`config.mk`:
```
export PLATFORM = sky130hd
export DESIGN_NAME = shift_pipe
export DESIGN_NICKNAME = d
export VERILOG_FILES = /design/src/rtl/shift_pkg.sv /design/src/rtl/shift_stage.sv /design/src/rtl/shift_pipe.sv
export SDC_FILE = /design/constraint.sdc
export NUM_CORES = 1
export LEC_CHECK = 0
export CORE_MARGIN = 1
export CORE_UTILIZATION = 64
export CTS_CLUSTER_DIAMETER = 120
export CTS_CLUSTER_SIZE = 12
export DETAILED_ROUTE_END_ITERATION = 8
export PLACE_DENSITY = 0.86
export SKIP_CTS_REPAIR_TIMING = 1
export SLEW_MARGIN = 15
export SYNTH_ARGS = -nofsm -noshare
export SYNTH_HDL_FRONTEND = slang
export SYNTH_SLANG_ARGS = --single-unit
```
`constraint.sdc`:
```
create_clock -name clk -period 3.3 [get_ports clk]
set_input_delay 0.495 -clock clk [delete_from_list [all_inputs] [get_ports clk]]
set_output_delay 0.495 -clock clk [all_outputs]
set_load 0.02 [all_outputs]
```
`src/rtl/shift_pkg.sv`:
```
// shift_pkg: op codes, op type and op helpers shared by the shift pipeline
package shift_pkg;
  typedef logic [2:0] op_t;
  localparam op_t OP_SLL = 3'b000;
  localparam op_t OP_SRL = 3'b001;
  localparam op_t OP_SRA = 3'b010;
  localparam op_t OP_ROL = 3'b011;
  localparam op_t OP_ROR = 3'b100;
  function automatic logic is_legal_op(op_t op);
    return op <= OP_ROR;
  endfunction
  // Ops that run through the left-shift core in bit-reversed form
  function automatic logic is_rev_op(op_t op);
    return op == OP_SRL || op == OP_SRA || op == OP_ROR;
  endfunction
endpackage

```
`src/rtl/shift_stage.sv`:
```
// shift_stage: one left-shift level (2^K) with its pipeline register and valid/ready
// Ports: in_* from the previous level (valid, ready, data, amt, op, tag, err, sign),
// out_* registered toward the next level; out_ready is the next level's in_ready.
module shift_stage
  import shift_pkg::*;
#(
  parameter int WIDTH = 32,
  parameter int TAG_W = 4,
  parameter int K = 0
) (
  input  logic                     clk,
  input  logic                     rst_n,
  input  logic                     in_valid,
  output logic                     in_ready,
  input  logic [WIDTH-1:0]         in_data,
  input  logic [$clog2(WIDTH)-1:0] in_amt,
  input  op_t                      in_op,
  input  logic [TAG_W-1:0]         in_tag,
  input  logic                     in_err,
  input  logic                     in_sign,
  output logic                     out_valid,
  input  logic                     out_ready,
  output logic [WIDTH-1:0]         out_data,
  output logic [$clog2(WIDTH)-1:0] out_amt,
  output op_t                      out_op,
  output logic [TAG_W-1:0]         out_tag,
  output logic                     out_err,
  output logic                     out_sign
);
  localparam int SHW = $clog2(WIDTH);
  localparam int S = 1 << K;
  localparam bit LAST = (K == SHW - 1);
  logic [S-1:0] fill;
  logic [WIDTH-1:0] shifted, rev, res;
  // Rotates wrap the top bits; SRA (already reversed) fills with the latched sign
  always_comb begin
    fill = (in_op == OP_ROL || in_op == OP_ROR) ? in_data[WIDTH-1 -: S]
                                                : {S{in_op == OP_SRA && in_sign}};
    shifted = in_amt[K] ? {in_data[WIDTH-1-S:0], fill} : in_data;
    for (int i = 0; i < WIDTH; i++) rev[i] = shifted[WIDTH-1-i];
    // The last level undoes the input reversal so the output port stays registered
    res = (LAST && is_rev_op(in_op)) ? rev : shifted;
  end
  assign in_ready = !out_valid || out_ready;
  always_ff @(posedge clk or negedge rst_n) begin
    if (!rst_n) begin
      out_valid <= 1'b0;
      out_data  <= '0;
      out_amt   <= '0;
      out_op    <= OP_SLL;
      out_tag   <= '0;
      out_err   <= 1'b0;
      out_sign  <= 1'b0;
    end else if (in_ready) begin
      out_valid <= in_valid;
      if (in_valid) begin
        out_data <= res;
        out_amt  <= in_amt;
        out_op   <= in_op;
        out_tag  <= in_tag;
        out_err  <= in_err;
        out_sign <= in_sign;
      end
    end
  end
endmodule

```
`src/rtl/shift_pipe.sv`:
```
// shift_pipe: pipelined barrel shifter (SLL/SRL/SRA/ROL/ROR), one shift level per stage
// Ports: in_valid/in_ready/in_data/in_amt/in_op/in_tag accept an operation;
// out_valid/out_ready/out_data/out_tag/out_err deliver results in acceptance order.
module shift_pipe
  import shift_pkg::*;
#(
  parameter int WIDTH = 32,
  parameter int TAG_W = 4
) (
  input  logic                     clk,
  input  logic                     rst_n,
  input  logic                     in_valid,
  output logic                     in_ready,
  input  logic [WIDTH-1:0]         in_data,
  input  logic [$clog2(WIDTH)-1:0] in_amt,
  input  op_t                      in_op,
  input  logic [TAG_W-1:0]         in_tag,
  output logic                     out_valid,
  input  logic                     out_ready,
  output logic [WIDTH-1:0]         out_data,
  output logic [TAG_W-1:0]         out_tag,
  output logic                     out_err
);
  localparam int SHW = $clog2(WIDTH);
  logic             valid [SHW+1];
  logic             rdy   [SHW+1];
  logic [WIDTH-1:0] data  [SHW+1];
  logic [SHW-1:0]   amt   [SHW+1];
  op_t              op    [SHW+1];
  logic [TAG_W-1:0] tag   [SHW+1];
  logic             err   [SHW+1];
  logic             sign  [SHW+1];
  logic [WIDTH-1:0] rev_in;
  logic             unused_tail;
  always_comb begin
    for (int i = 0; i < WIDTH; i++) rev_in[i] = in_data[WIDTH-1-i];
  end
  // Illegal ops pass through unshifted by forcing a zero amount
  assign valid[0] = in_valid;
  assign data[0]  = is_rev_op(in_op) ? rev_in : in_data;
  assign amt[0]   = is_legal_op(in_op) ? in_amt : '0;
  assign op[0]    = in_op;
  assign tag[0]   = in_tag;
  assign err[0]   = !is_legal_op(in_op);
  assign sign[0]  = in_data[WIDTH-1];
  assign rdy[SHW] = out_ready;
  assign in_ready = rdy[0];
  genvar k;
  generate
    for (k = 0; k < SHW; k++) begin : g_stage
      shift_stage #(.WIDTH(WIDTH), .TAG_W(TAG_W), .K(k)) u_stage (
        .clk(clk),
        .rst_n(rst_n),
        .in_valid(valid[k]),
        .in_ready(rdy[k]),
        .in_data(data[k]),
        .in_amt(amt[k]),
        .in_op(op[k]),
        .in_tag(tag[k]),
        .in_err(err[k]),
        .in_sign(sign[k]),
        .out_valid(valid[k+1]),
        .out_ready(rdy[k+1]),
        .out_data(data[k+1]),
        .out_amt(amt[k+1]),
        .out_op(op[k+1]),
        .out_tag(tag[k+1]),
        .out_err(err[k+1]),
        .out_sign(sign[k+1])
      );
    end
  endgenerate
  assign out_valid   = valid[SHW];
  assign out_data    = data[SHW];
  assign out_tag     = tag[SHW];
  assign out_err     = err[SHW];
  assign unused_tail = ^{amt[SHW], op[SHW], sign[SHW]};
endmodule

```
# Yosys cells after proc, flatten, opt, wreduce, memory -nomap -nowiden
# Cells that the tools add are included.
# word_totals
out_inout_bits,39
word_cells,93
ff_bits,226
in_bits,48
# op_classes
n_reduce_logical,30
mux,13
order_cmp,1
n_eq_ne,17
# op_table
cell,count
2-to-1 mux 32 bit,7
== test 3 x 2 -> 1 bit (second input constant),10
2-to-1 mux 16 bit,1
== test 3 bit (second input constant),5
logical OR 1 bit,14
AND reduction 2 bit,5
2-to-1 mux 8 bit,1
== test 3 x 1 -> 1 bit (second input constant),2
logical NOT 1 bit,6
logical AND 1 bit,5
2-to-1 mux 5 bit,1
2-to-1 mux 4 bit,1
<= comparator 3 bit (second input constant),1
2-to-1 mux 2 bit,1
2-to-1 mux 1 bit,1

# Longest topological paths before layout
# Gate-level depths: netlist of the first run.
# depth
ltp_word,7
mapped_depth,8
ltp_nobuf,4

# Hierarchy
# A second synthesis of the first run with hierarchy kept.
# unflattened
hier_cells,1028
area_unflattened_um2,12146.6
# by_module_without_submodules
module,area_each_um2,seq_area_each_um2,cells_per_inst,instances
shift_stage (g_stage[2].u_stage),2466.1,1176.1,186,1
shift_stage (g_stage[4].u_stage),2459.9,1176.1,234,1
shift_stage (g_stage[3].u_stage),2381.0,1176.1,200,1
shift_stage (g_stage[1].u_stage),2197.1,1176.1,182,1
shift_stage (g_stage[0].u_stage),2178.3,1176.1,181,1
shift_pipe,464.2,0.0,45,1

# Least setup slack after synthesis of the first run
# OpenSTA, ideal clock, no wires.
# synth_timing
kind,input to register
start,in in_op[0]
end,reg g_stage[0].u_stage.out_data[10]
path_slack_ns,1.369
stages,7
setup_time_ns,0.126
n_path_buf,3
t_required_ns,3.174
t_arrival_ns,1.805
path_cell_list,buf_2 -> or3b_1 -> clkbuf_1 -> buf_2 -> nand3_1 -> o22ai_1 -> o32a_1
# synth_via
elab_chain_len,5
elab_cells_between_ends,9
classes_between,1 x order compare; 3 x eq/ne; 3 x mux; 2 x reduce/logical
# synth_rtl
item,line_no,source
start: declaration,shift_pipe.sv:16,"input op_t in_op,"
branches (longest 4 deep; another with <= comparator 3 bit),--,
2-to-1 mux 32 bit *,shift_stage.sv:39,"shifted = in_amt[K] ? {in_data[WIDTH-1-S:0], fill} : in_data;"
end signal: assignment,shift_stage.sv:57,out_data <= res;
end: declaration,shift_stage.sv:23,"output logic [WIDTH-1:0] out_data,"
# Mark *: on every way between the ends.
# A chain may end at the register's enable or synchronous reset.

# Worst setup path in the final report of the first run
# layout_timing
start,reg g_stage[3].u_stage.out_valid
end,out in_ready
# layout_via
elab_chain_len,5
# layout_rtl
item,line_no,source
start: declaration,shift_stage.sv:21,"output logic out_valid,"
start signal: assignment,shift_stage.sv:55,out_valid <= in_valid;
logical NOT 1 bit,shift_stage.sv:44,assign in_ready = !out_valid || out_ready;
logical OR 1 bit (4 in a row),shift_stage.sv:44,
end: declaration,shift_pipe.sv:13,"output logic in_ready,"
# Every way passes these cells.

==> results of run 1 <==
==> how the worst max path moves through the flow <==
stage                            startpoint                               to  cells after the start
2_1_floorplan                      in_op[0]  g_stage[0].u_stage.out_data[10]                      7
3_3_place_gp                       in_op[0]  g_stage[0].u_stage.out_data[14]                      6
3_5_place_dp   g_stage[3].u_stage.out_op[0]  g_stage[4].u_stage.out_data[23]                      5
4_1_cts        g_stage[3].u_stage.out_valid                         in_ready                      3
5_1_grt        g_stage[3].u_stage.out_valid                         in_ready                      3
6_report       g_stage[3].u_stage.out_valid                         in_ready                      3
==> registers in the layout (all words and copies together), names as in the netlist <==
register                   count
g_stage.u_stage.out_valid      5
g_stage.u_stage.out_amt       10
g_stage.u_stage.out_data     160
g_stage.u_stage.out_err        5
g_stage.u_stage.out_tag       20
g_stage.u_stage.out_sign       4
g_stage.u_stage.out_op        12
==> final cells by class <==
cell class	instances	area (sq um)
well taps	225	282
repair buffers	121	1180
clock inverters	1	8.76
fillers	1197	4570
multi-input cells	815	5390
clock buffers	21	526
inverters	17	63.8
flip-flops and latches	216	5410
==> per-layer routing <==
layer  GRT usage, %  vias to the layer above  wire length, um
li1               -                     4203                -
met1           40.0                     4418            11400
met2           51.0                      361            13400
met3           4.10                       57             1490
met4           12.4                        0              754
met5              0                        -                0
==> metrics by stage <==
step                      cells  setup WS, ns  area [sq um]  utilization (%)
after global placement     1394         0.792         12300             70.7
after floorplan            1177          1.37         11500                -
after CTS                  1416         0.520         12800             73.8
after detailed placement   1394         0.646         12300             70.7
final                      1416         0.513         12800             73.8
after global routing       1416         0.396         12800             73.8
==> worst reg2reg max path: cells and delay by family, from the launching register on <==
family	cells	cell delay, ns
AOI/OAI and AO/OA	2	0.40
xor gates and xnor gates	1	0.27
buffers and inverters	1	0.21
DFF	1	0.88
and+or+nand+nor	1	0.92
==> kinds of logic (layout without fill, tap and decap cells) <==
logic type	after synthesis	in the layout	share of synthesized area [%]
AND/OR/NAND/NOR	325	325	12.6
XOR/XNOR	4	4	0.371
AO/OA/AOI/OAI	311	311	17.4
buffers and inverters	146	160	6.29
multiplexers	175	175	16.2
flip-flops	216	216	47.1
==> synth_stat cells, types with 3 or more instances <==
| library cell | instances | share of area [%] |
|---|---|---|
| sky130_fd_sc_hd__dfrtp_1 | 216 | 47 |
| sky130_fd_sc_hd__nand2_1 | 154 | 5.0 |
| sky130_fd_sc_hd__o21ai_0 | 117 | 5.1 |
| sky130_fd_sc_hd__mux2i_1 | 90 | 7.9 |
| sky130_fd_sc_hd__nor2_1 | 81 | 2.7 |
| sky130_fd_sc_hd__mux2_2 | 80 | 7.9 |
| sky130_fd_sc_hd__a21oi_1 | 54 | 2.4 |
| sky130_fd_sc_hd__clkbuf_1 | 51 | 1.7 |
| sky130_fd_sc_hd__nand3_1 | 36 | 1.6 |
| sky130_fd_sc_hd__buf_4 | 33 | 2.2 |
| sky130_fd_sc_hd__a221o_1 | 32 | 2.8 |
| sky130_fd_sc_hd__buf_2 | 28 | 1.2 |
| sky130_fd_sc_hd__nand2b_1 | 19 | 1.0 |
| sky130_fd_sc_hd__inv_1 | 17 | 0.56 |
| sky130_fd_sc_hd__o22ai_1 | 17 | 0.93 |
| sky130_fd_sc_hd__a22oi_1 | 16 | 1.0 |
| sky130_fd_sc_hd__buf_1 | 15 | 0.49 |
| sky130_fd_sc_hd__o31ai_1 | 15 | 0.98 |
| sky130_fd_sc_hd__a32oi_1 | 14 | 1.1 |
| sky130_fd_sc_hd__and3_1 | 12 | 0.65 |
| sky130_fd_sc_hd__o32a_1 | 12 | 1.0 |
| sky130_fd_sc_hd__o21ai_1 | 8 | 0.35 |
| sky130_fd_sc_hd__a31oi_1 | 5 | 0.27 |
| sky130_fd_sc_hd__mux2_1 | 5 | 0.49 |
| sky130_fd_sc_hd__o21a_1 | 5 | 0.33 |
| sky130_fd_sc_hd__nand3b_1 | 4 | 0.26 |
| sky130_fd_sc_hd__o211ai_1 | 4 | 0.26 |
| sky130_fd_sc_hd__a2bb2oi_1 | 3 | 0.23 |
==> power by group through the flow <==
stage	clock, mW	combinational [mW]	sequential, mW
3_3_place_gp	0	3.83	4.42
2_1_floorplan	0	3.11	4.15
3_5_place_dp	0	3.99	4.49
4_1_cts	2.09	4.04	4.46
6_report	2.06	4.06	4.48
5_1_grt	2.19	4.43	4.58
==> layout by cell type, fill, tap and decap left out, types with 32 or more instances in the layout <==
cell type,n
sky130_fd_sc_hd__a21oi_1,54
sky130_fd_sc_hd__dfrtp_1,216
sky130_fd_sc_hd__mux2i_1,90
sky130_fd_sc_hd__nor2_1,81
sky130_fd_sc_hd__o21ai_0,114
sky130_fd_sc_hd__nand3_1,36
sky130_fd_sc_hd__a221o_1,32
sky130_fd_sc_hd__nand2_1,153
sky130_fd_sc_hd__mux2_2,80
sky130_fd_sc_hd__clkdlybuf4s50_1,85
==> results.py, run 1 <==
metrics = {
    "power_and_ir_drop": {
        "sw_frac_of_total_pct": 37.7,
        "fin_total_pwr_mw": 10.6,
        "peakVddDrop_uv": 603,
        "power.net_switching_mw": 3.99,
        "p_int_mw": 6.60,
        "cellPowerDensity_mw_per_mm2": 825,
        "power_leakage_nw": 5.51,
        "share_comb_of_total_power_pct": 38.3,
        "p_seq_share_pct": 42.2,
        "power_frac_clock_pct": 19.5,
    },
    "critical_path": {
        "worst_path_dominant_cell_family": "flip-flops",
        "timing.critical_path.slowest_cell_delay_ns": 0.75,
        "critical_path_rt_ns": 2.80,
        "worstRegToRegCells": 5,
        "critical-path-slowest-cell": "sky130_fd_sc_hd__dfrtp_1",
        "worst_r2r_startpoint": "g_stage[3].u_stage.out_op[0]",
        "worst-r2r-setup-slack_ns": 0.56,
        "critical_path_class": "register to output port",
        "setup.worst_path.start_class": "register",
        "reg2reg_to": "g_stage[4].u_stage.out_data[23]",
        "cp.buffers_inverters": 1,
        "worst-path-max-fanout": 20,
        "worst_ep_arrival_time_ns": 2.29,
        "end_kind": "output port",
        "crit_path_cell_trace": "and4b_1, nand3_1, clkdlybuf4s50_1",
    },
    "routing": {
        "drt_first_iter_violations": 779,
        "drt-pass1-iter-count": 5,
        "post_drt_via_cell_ratio": 6.38,
        "ant_nets": 0,
        "vias": 9039,
        "drt-wirelength-per-cell_um": 19.0,
        "drc": 0,
        "total_wirelength_of_the_detailed_routed_design_mm": 27.0,
    },
    "logic_synthesis": {
        "syn-instance-count": 1177,
        "synth_flop_cell": "sky130_fd_sc_hd__dfrtp_1",
        "synth_enable_flop_cells": 0,
        "synth.yosys.seq_area_share_pct": 47.1,
        "mappedNetlistNets": 1225,
        "yosys.cell_types.count": 53,
        "post_synthesis_async_set_or_reset_flop_share_pct": 100,
        "synth_area_sq_mm": 0.0115,
        "synth-warning-count": 0,
        "avgSynthCellArea_sq_um": 9.74,
        "flop_and_latch_count_out_of_synthesis": 216,
    },
    "place": {
        "hpwl_mm": 18.5,
        "port-buffer-count": 86,
        "place_congestion": 0.900,
    },
    "floorplanning": {
        "starting_density_of_the_core_pct": 65.9,
        "row_count": 48,
        "area_of_the_die_sq_mm": 0.0185,
        "placeable_area_sq_mm": 0.0174,
        "fp.dieW_um": 136,
        "design.portCount": 87,
        "height_of_the_die_um": 136,
    },
    "timing": {
        "finalSetupViolations": 0,
        "relSlewSlack_pct": 19.5,
        "max_freq_ghz": 0.359,
        "fin_tns_setup_ns": 0,
        "finalHoldViolCount": 0,
        "grt_setup_unrepaired": "false",
        "timing.clock.skew_ns": 0.0181,
        "min_period_over_period_pct": 84.4,
        "maxSlewViolCount": 0,
        "max_slew.worst_pin.slew_ns": 1.20,
        "period_needed_ns": 2.79,
        "worst_hold_slack_ns": 0.0477,
    },
    "cts": {
        "worst_setup_hold_path_clk_slew_ns": 0.06,
        "tritoncts_clock_tree": "done",
        "clock_insertion_delay_worst_skew_ns": 0.51,
        "clock_tree.buffer_depth": 3,
        "cts_root_buf": "sky130_fd_sc_hd__clkbuf_16",
        "clock_tree.htree_level_count": 1,
        "cts_buffers": 21,
        "numClockSinks": 216,
    },
    "grt": {
        "number_of_antenna_violations_at_the_first_check_in_global_routing": 0,
        "first_global_vias": 8871,
        "grt-ovfl-total": 0,
        "grt_start_max_net_pins": 104,
        "grt_pass1_wl_mm": 44.5,
        "globalRouteTotalUtil_pct": 30.4,
    },
    "final_layout": {
        "final_net_count": 1240,
        "layout-drive-gt1-share_pct": 12.6,
        "number_of_antenna_cells_inserted": 0,
        "layout-area-overhead-vs-synth_pct": 12.0,
    },
    "outcome": {
        "run_status": "finished clean",
    },
    "flow_run": {
        "max_cap_violations": 0,
    },
    "hold_path": {
        "min_path_type": "input port to async pin",
    },
}
Note: power is estimated with default switching activity, not from simulation.
==> inputs of run 2 (changes only) <==
- CORE_UTILIZATION: 64 -> 53
- PLACE_DENSITY: 0.86 -> 0.76
- clock period: 3.3 -> 2.32 ns (I/O delays scaled with it)
==> results.py, run 2 (same netlist as run 1, synthesis figures left out) <==
metrics = {
    "outcome": {
        "run_status": "finished clean",
    },
    "flow_run": {
        "max_cap_violations": 0,
    },
    "hold_path": {
        "min_path_type": "input port to register",
    },
    "power_and_ir_drop": {
        "fin_total_pwr_mw": 15.0,
        "p_int_mw": 9.47,
        "power_frac_clock_pct": 19.2,
        "cellPowerDensity_mw_per_mm2": 1140,
        "sw_frac_of_total_pct": 36.6,
        "share_comb_of_total_power_pct": 38.7,
        "peakVddDrop_uv": 446,
        "power.net_switching_mw": 5.48,
        "power_leakage_nw": 5.60,
        "p_seq_share_pct": 42.0,
    },
    "timing": {
        "timing.clock.skew_ns": 0.00741,
        "max_freq_ghz": 0.469,
        "min_period_over_period_pct": 91.9,
        "max_slew.worst_pin.slew_ns": 1.14,
        "fin_tns_setup_ns": 0,
        "worst_hold_slack_ns": 0.390,
        "period_needed_ns": 2.13,
        "relSlewSlack_pct": 23.5,
        "setup_slack_ns": 0.187,
        "finalSetupViolations": 0,
        "maxSlewViolCount": 0,
        "finalHoldViolCount": 0,
        "grt_setup_unrepaired": "false",
    },
    "final_layout": {
        "stdcell_count": 1477,
        "final_net_count": 1252,
        "layout-drive-gt1-share_pct": 13.4,
        "largest_registers": "g_stage.u_stage.out_data: 160 flops, g_stage.u_stage.out_tag: 20 flops, g_stage.u_stage.out_op: 12 flops",
        "largest_register_ff_count": 160,
        "layout-area-overhead-vs-synth_pct": 14.3,
        "largest_register": "g_stage.u_stage.out_data",
        "number_of_antenna_cells_inserted": 0,
        "final_common_cell": "sky130_fd_sc_hd__dfrtp_1",
        "layout.filler_cells": 1745,
        "finalInstanceArea_sq_mm": 0.0131,
        "final_core_util_pct": 62.2,
        "most-common-layout-cells": "sky130_fd_sc_hd__dfrtp_1 (216), sky130_fd_sc_hd__nand2_1 (153), sky130_fd_sc_hd__o21ai_0 (114)",
    },
    "place": {
        "pre_cts_slack_ns": 0.0303,
        "hpwl_mm": 18.4,
        "port-buffer-count": 86,
        "placedInstanceArea_sq_mm": 0.0126,
        "place_congestion": 0.899,
        "place_inst": 1455,
    },
    "critical_path": {
        "critical-path-slowest-cell": "sky130_fd_sc_hd__nor3b_2",
        "worst-path-max-fanout": 16,
        "timing.critical_path.slowest_cell_delay_ns": 0.83,
        "end_kind": "register",
        "critical_path_rt_ns": 2.75,
        "crit_path_cell_trace": "nor3b_2, a22oi_1, a21oi_1, a221o_1",
        "worst_path_dominant_cell_family": "simple AND/OR/NAND/NOR gates",
        "critical_path_class": "register to register",
        "cp.buffers_inverters": 0,
        "worst_ep_arrival_time_ns": 2.56,
        "setup.worst_path.start_class": "register",
    },
    "grt": {
        "top_usage_layer": "met2",
        "grt-ovfl-total": 0,
        "grt_pass1_wl_mm": 43.4,
        "grt.met1_usage_pct": 33.4,
        "met2_usage_pct": 39.9,
        "grt_start_max_net_pins": 69,
        "number_of_antenna_violations_at_the_first_check_in_global_routing": 0,
        "first_global_vias": 8424,
        "globalRouteTotalUtil_pct": 24.0,
        "grt_util_met3_pct": 3.00,
    },
    "cts": {
        "cts_buffers": 21,
        "cts_root_buf": "sky130_fd_sc_hd__clkbuf_16",
        "clock_insertion_delay_worst_skew_ns": 0.49,
        "worst_setup_hold_path_clk_slew_ns": 0.06,
        "clock_tree.htree_level_count": 1,
        "tritoncts_clock_tree": "done",
        "numClockSinks": 216,
        "clock_tree.buffer_depth": 3,
    },
    "routing": {
        "drt-pass1-iter-count": 7,
        "drt-wirelength-per-cell_um": 17.3,
        "drc": 0,
        "drt_first_iter_violations": 565,
        "ant_nets": 0,
        "post_drt_via_cell_ratio": 5.95,
        "vias": 8789,
        "total_wirelength_of_the_detailed_routed_design_mm": 25.6,
    },
    "floorplanning": {
        "height_of_the_die_um": 149,
        "placeable_area_sq_mm": 0.0211,
        "design.portCount": 87,
        "area_of_the_die_sq_mm": 0.0222,
        "row_count": 53,
        "starting_density_of_the_core_pct": 54.4,
        "fp.dieW_um": 149,
    },
}
-- run 2: worst register-to-register path, stage by stage, from the launching register on --
cell and delay [ns]:
sky130_fd_sc_hd__dfrtp_1 0.43, sky130_fd_sc_hd__nor3b_2 0.83, sky130_fd_sc_hd__a22oi_1 0.21, sky130_fd_sc_hd__a21oi_1 0.40, sky130_fd_sc_hd__a221o_1 0.21
-- run 2: power by group through the flow --
stage / clock network [mW] / registers, mW / logic (mW)
6_report: 2.88 / 6.29 / 5.79
5_1_grt: 3.08 / 6.47 / 6.38
4_1_cts: 2.95 / 6.29 / 5.80
3_5_place_dp: 0 / 6.36 / 5.76
3_3_place_gp: 0 / 6.28 / 5.60
2_1_floorplan: 0 / 5.90 / 4.42
-- run 2: worst paths after layout --
check	start	end	slack [ns]	depth (start not counted)
max	g_stage[3].u_stage.out_op[1]	g_stage[4].u_stage.out_data[11]	0.19	4
max reg2reg	g_stage[3].u_stage.out_op[1]	g_stage[4].u_stage.out_data[11]	0.19	4
min in group asynchronous	rst_n	g_stage[4].u_stage.out_data[24]	0.42	2
max in group asynchronous	rst_n	g_stage[2].u_stage.out_data[29]	1.16	3
min	in_tag[3]	g_stage[0].u_stage.out_tag[3]	0.39	3
min reg2reg	g_stage[0].u_stage.out_amt[2]	g_stage[0].u_stage.out_amt[2]	0.47	2
-- run 2: per-layer routing --
layer	routed length, um	share of wire [%]
met2	12500	49
met5	0	0
met3	1070	4.2
met4	506	2.0
met1	11500	45
-- run 2: final cells by class --
cell class,instances,area (sq um),share of cell area (%)
tap,275,344,2.62
clock buffer,21,526,4.01
timing repair buffer,133,1390,10.6
multi-input combinational,815,5390,41.1
sequential,216,5410,41.2
inverter,17,63.8,0.487
==> inputs of run 3 (changes only) <==
- MAX_ROUTING_LAYER: unset -> met4
==> results.py, run 3 (same netlist as run 1, synthesis figures left out) <==
metrics = {
    "outcome": {
        "run_status": "finished clean",
    },
    "final_layout": {
        "largest_register": "g_stage.u_stage.out_data",
        "finalInstanceArea_sq_mm": 0.0131,
        "layout-drive-gt1-share_pct": 12.9,
        "final_net_count": 1246,
        "layout-area-overhead-vs-synth_pct": 13.9,
        "largest_register_ff_count": 160,
        "final_core_util_pct": 61.9,
        "final_common_cell": "sky130_fd_sc_hd__dfrtp_1",
        "largest_registers": "g_stage.u_stage.out_data: 160 flops, g_stage.u_stage.out_tag: 20 flops, g_stage.u_stage.out_op: 12 flops",
        "most-common-layout-cells": "sky130_fd_sc_hd__dfrtp_1 (216), sky130_fd_sc_hd__nand2_1 (153), sky130_fd_sc_hd__o21ai_0 (114)",
        "number_of_antenna_cells_inserted": 0,
        "stdcell_count": 1472,
    },
    "timing": {
        "setup_slack_ns": 0.116,
        "timing.clock.skew_ns": 0.0139,
        "finalHoldViolCount": 0,
        "grt_setup_unrepaired": "false",
        "relSlewSlack_pct": 21.7,
        "worst_hold_slack_ns": 0.372,
        "period_needed_ns": 2.20,
        "maxSlewViolCount": 0,
        "max_slew.worst_pin.slew_ns": 1.17,
        "finalSetupViolations": 0,
        "min_period_over_period_pct": 95.0,
        "fin_tns_setup_ns": 0,
        "max_freq_ghz": 0.454,
    },
    "power_and_ir_drop": {
        "share_comb_of_total_power_pct": 38.5,
        "peakVddDrop_uv": 543,
        "power.net_switching_mw": 5.50,
        "p_int_mw": 9.44,
        "p_seq_share_pct": 41.9,
        "power_leakage_nw": 5.57,
        "power_frac_clock_pct": 19.6,
        "sw_frac_of_total_pct": 36.8,
        "fin_total_pwr_mw": 14.9,
        "cellPowerDensity_mw_per_mm2": 1140,
    },
    "routing": {
        "drt-wirelength-per-cell_um": 17.3,
        "total_wirelength_of_the_detailed_routed_design_mm": 25.4,
        "ant_nets": 0,
        "drc": 0,
        "drt_first_iter_violations": 518,
        "drt-pass1-iter-count": 5,
        "vias": 8628,
        "post_drt_via_cell_ratio": 5.86,
    },
    "critical_path": {
        "worstRegToRegCells": 4,
        "critical_path_rt_ns": 2.76,
        "worst-r2r-setup-slack_ns": 0.12,
        "reg2reg_to": "g_stage[4].u_stage.out_data[11]",
        "worst_ep_arrival_time_ns": 2.64,
        "setup.worst_path.start_class": "register",
        "critical_path_class": "register to register",
        "end_kind": "register",
        "worst_r2r_startpoint": "g_stage[3].u_stage.out_op[1]",
        "worst-path-max-fanout": 16,
    },
    "place": {
        "pre_cts_slack_ns": 0.0330,
        "port-buffer-count": 86,
        "place_congestion": 0.906,
        "place_inst": 1449,
        "placedInstanceArea_sq_mm": 0.0125,
        "hpwl_mm": 18.1,
    },
    "cts": {
        "clock_insertion_delay_worst_skew_ns": 0.50,
        "numClockSinks": 216,
        "worst_setup_hold_path_clk_slew_ns": 0.06,
        "cts_buffers": 21,
        "clock_tree.buffer_depth": 3,
        "cts_root_buf": "sky130_fd_sc_hd__clkbuf_16",
        "tritoncts_clock_tree": "done",
        "clock_tree.htree_level_count": 1,
    },
    "floorplanning": {
        "placeable_area_sq_mm": 0.0211,
        "area_of_the_die_sq_mm": 0.0222,
        "height_of_the_die_um": 149,
        "design.portCount": 87,
        "row_count": 53,
        "starting_density_of_the_core_pct": 54.4,
        "fp.dieW_um": 149,
    },
    "grt": {
        "grt_pass1_wl_mm": 42.9,
        "first_global_vias": 8343,
        "number_of_antenna_violations_at_the_first_check_in_global_routing": 0,
        "grt_start_max_net_pins": 77,
        "grt-ovfl-total": 0,
        "globalRouteTotalUtil_pct": 24.4,
    },
    "hold_path": {
        "min_path_type": "input port to async pin",
    },
    "flow_run": {
        "max_cap_violations": 0,
    },
}
## run 3: cell types whose count changed in the layout (fill, tap and decap cells not counted)
cell / change
sky130_fd_sc_hd__and4b_2: -1
sky130_fd_sc_hd__inv_6: +1
sky130_fd_sc_hd__buf_12: -1
sky130_fd_sc_hd__and4b_1: +1
sky130_fd_sc_hd__buf_4: -5
## run 3: worst max path at each step
| stage | startpoint | slack (ns) | to |
|---|---|---|---|
| floorplan | in_op[0] | 0.54 | g_stage[0].u_stage.out_data[10] |
| global placement | in_op[0] | 0.06 | g_stage[0].u_stage.out_data[16] |
| detailed placement | in_op[0] | 0.03 | g_stage[0].u_stage.out_data[16] |
| CTS | g_stage[2].u_stage.out_valid | -0.006 | in_ready |
| global route | g_stage[3].u_stage.out_op[1] | 0.02 | g_stage[4].u_stage.out_data[1] |
| finish | g_stage[3].u_stage.out_op[1] | 0.12 | g_stage[4].u_stage.out_data[11] |
## run 3: cell type report
cell class                      instances  area (sq um)
Inverter                               17          63.8
Fill cell                            1781          8030
Timing Repair Buffer                  127          1330
Tap cell                              275           344
Clock buffer                           21           526
Multi-Input combinational cell        815          5390
Clock inverter                          1          8.76
Sequential cell                       216          5410
## run 3: critical path: stages, from the launching register on
cell and delay, ns:
sky130_fd_sc_hd__dfrtp_1 0.42, sky130_fd_sc_hd__nor2b_1 0.94, sky130_fd_sc_hd__a22oi_1 0.17, sky130_fd_sc_hd__a21oi_1 0.40
sky130_fd_sc_hd__a221o_1 0.21
## run 3: per-layer routing
metal  GRT usage [%]  vias up  wire length (um)
li1                -     4228                 -
met1            33.0     4142             11400
met2            38.7      223             12300
met3            3.15       35              1160
met4            6.84        0               573
met5               -        -                 0
## run 3: power groups by stage
stage | clock network [mW] | registers, mW | logic [mW]
6_report | 2.93 | 6.26 | 5.75
5_1_grt | 3.12 | 6.44 | 6.33
2_1_floorplan | 0 | 5.90 | 4.42
4_1_cts | 3.00 | 6.26 | 5.77
3_3_place_gp | 0 | 6.25 | 5.59
3_5_place_dp | 0 | 6.33 | 5.73
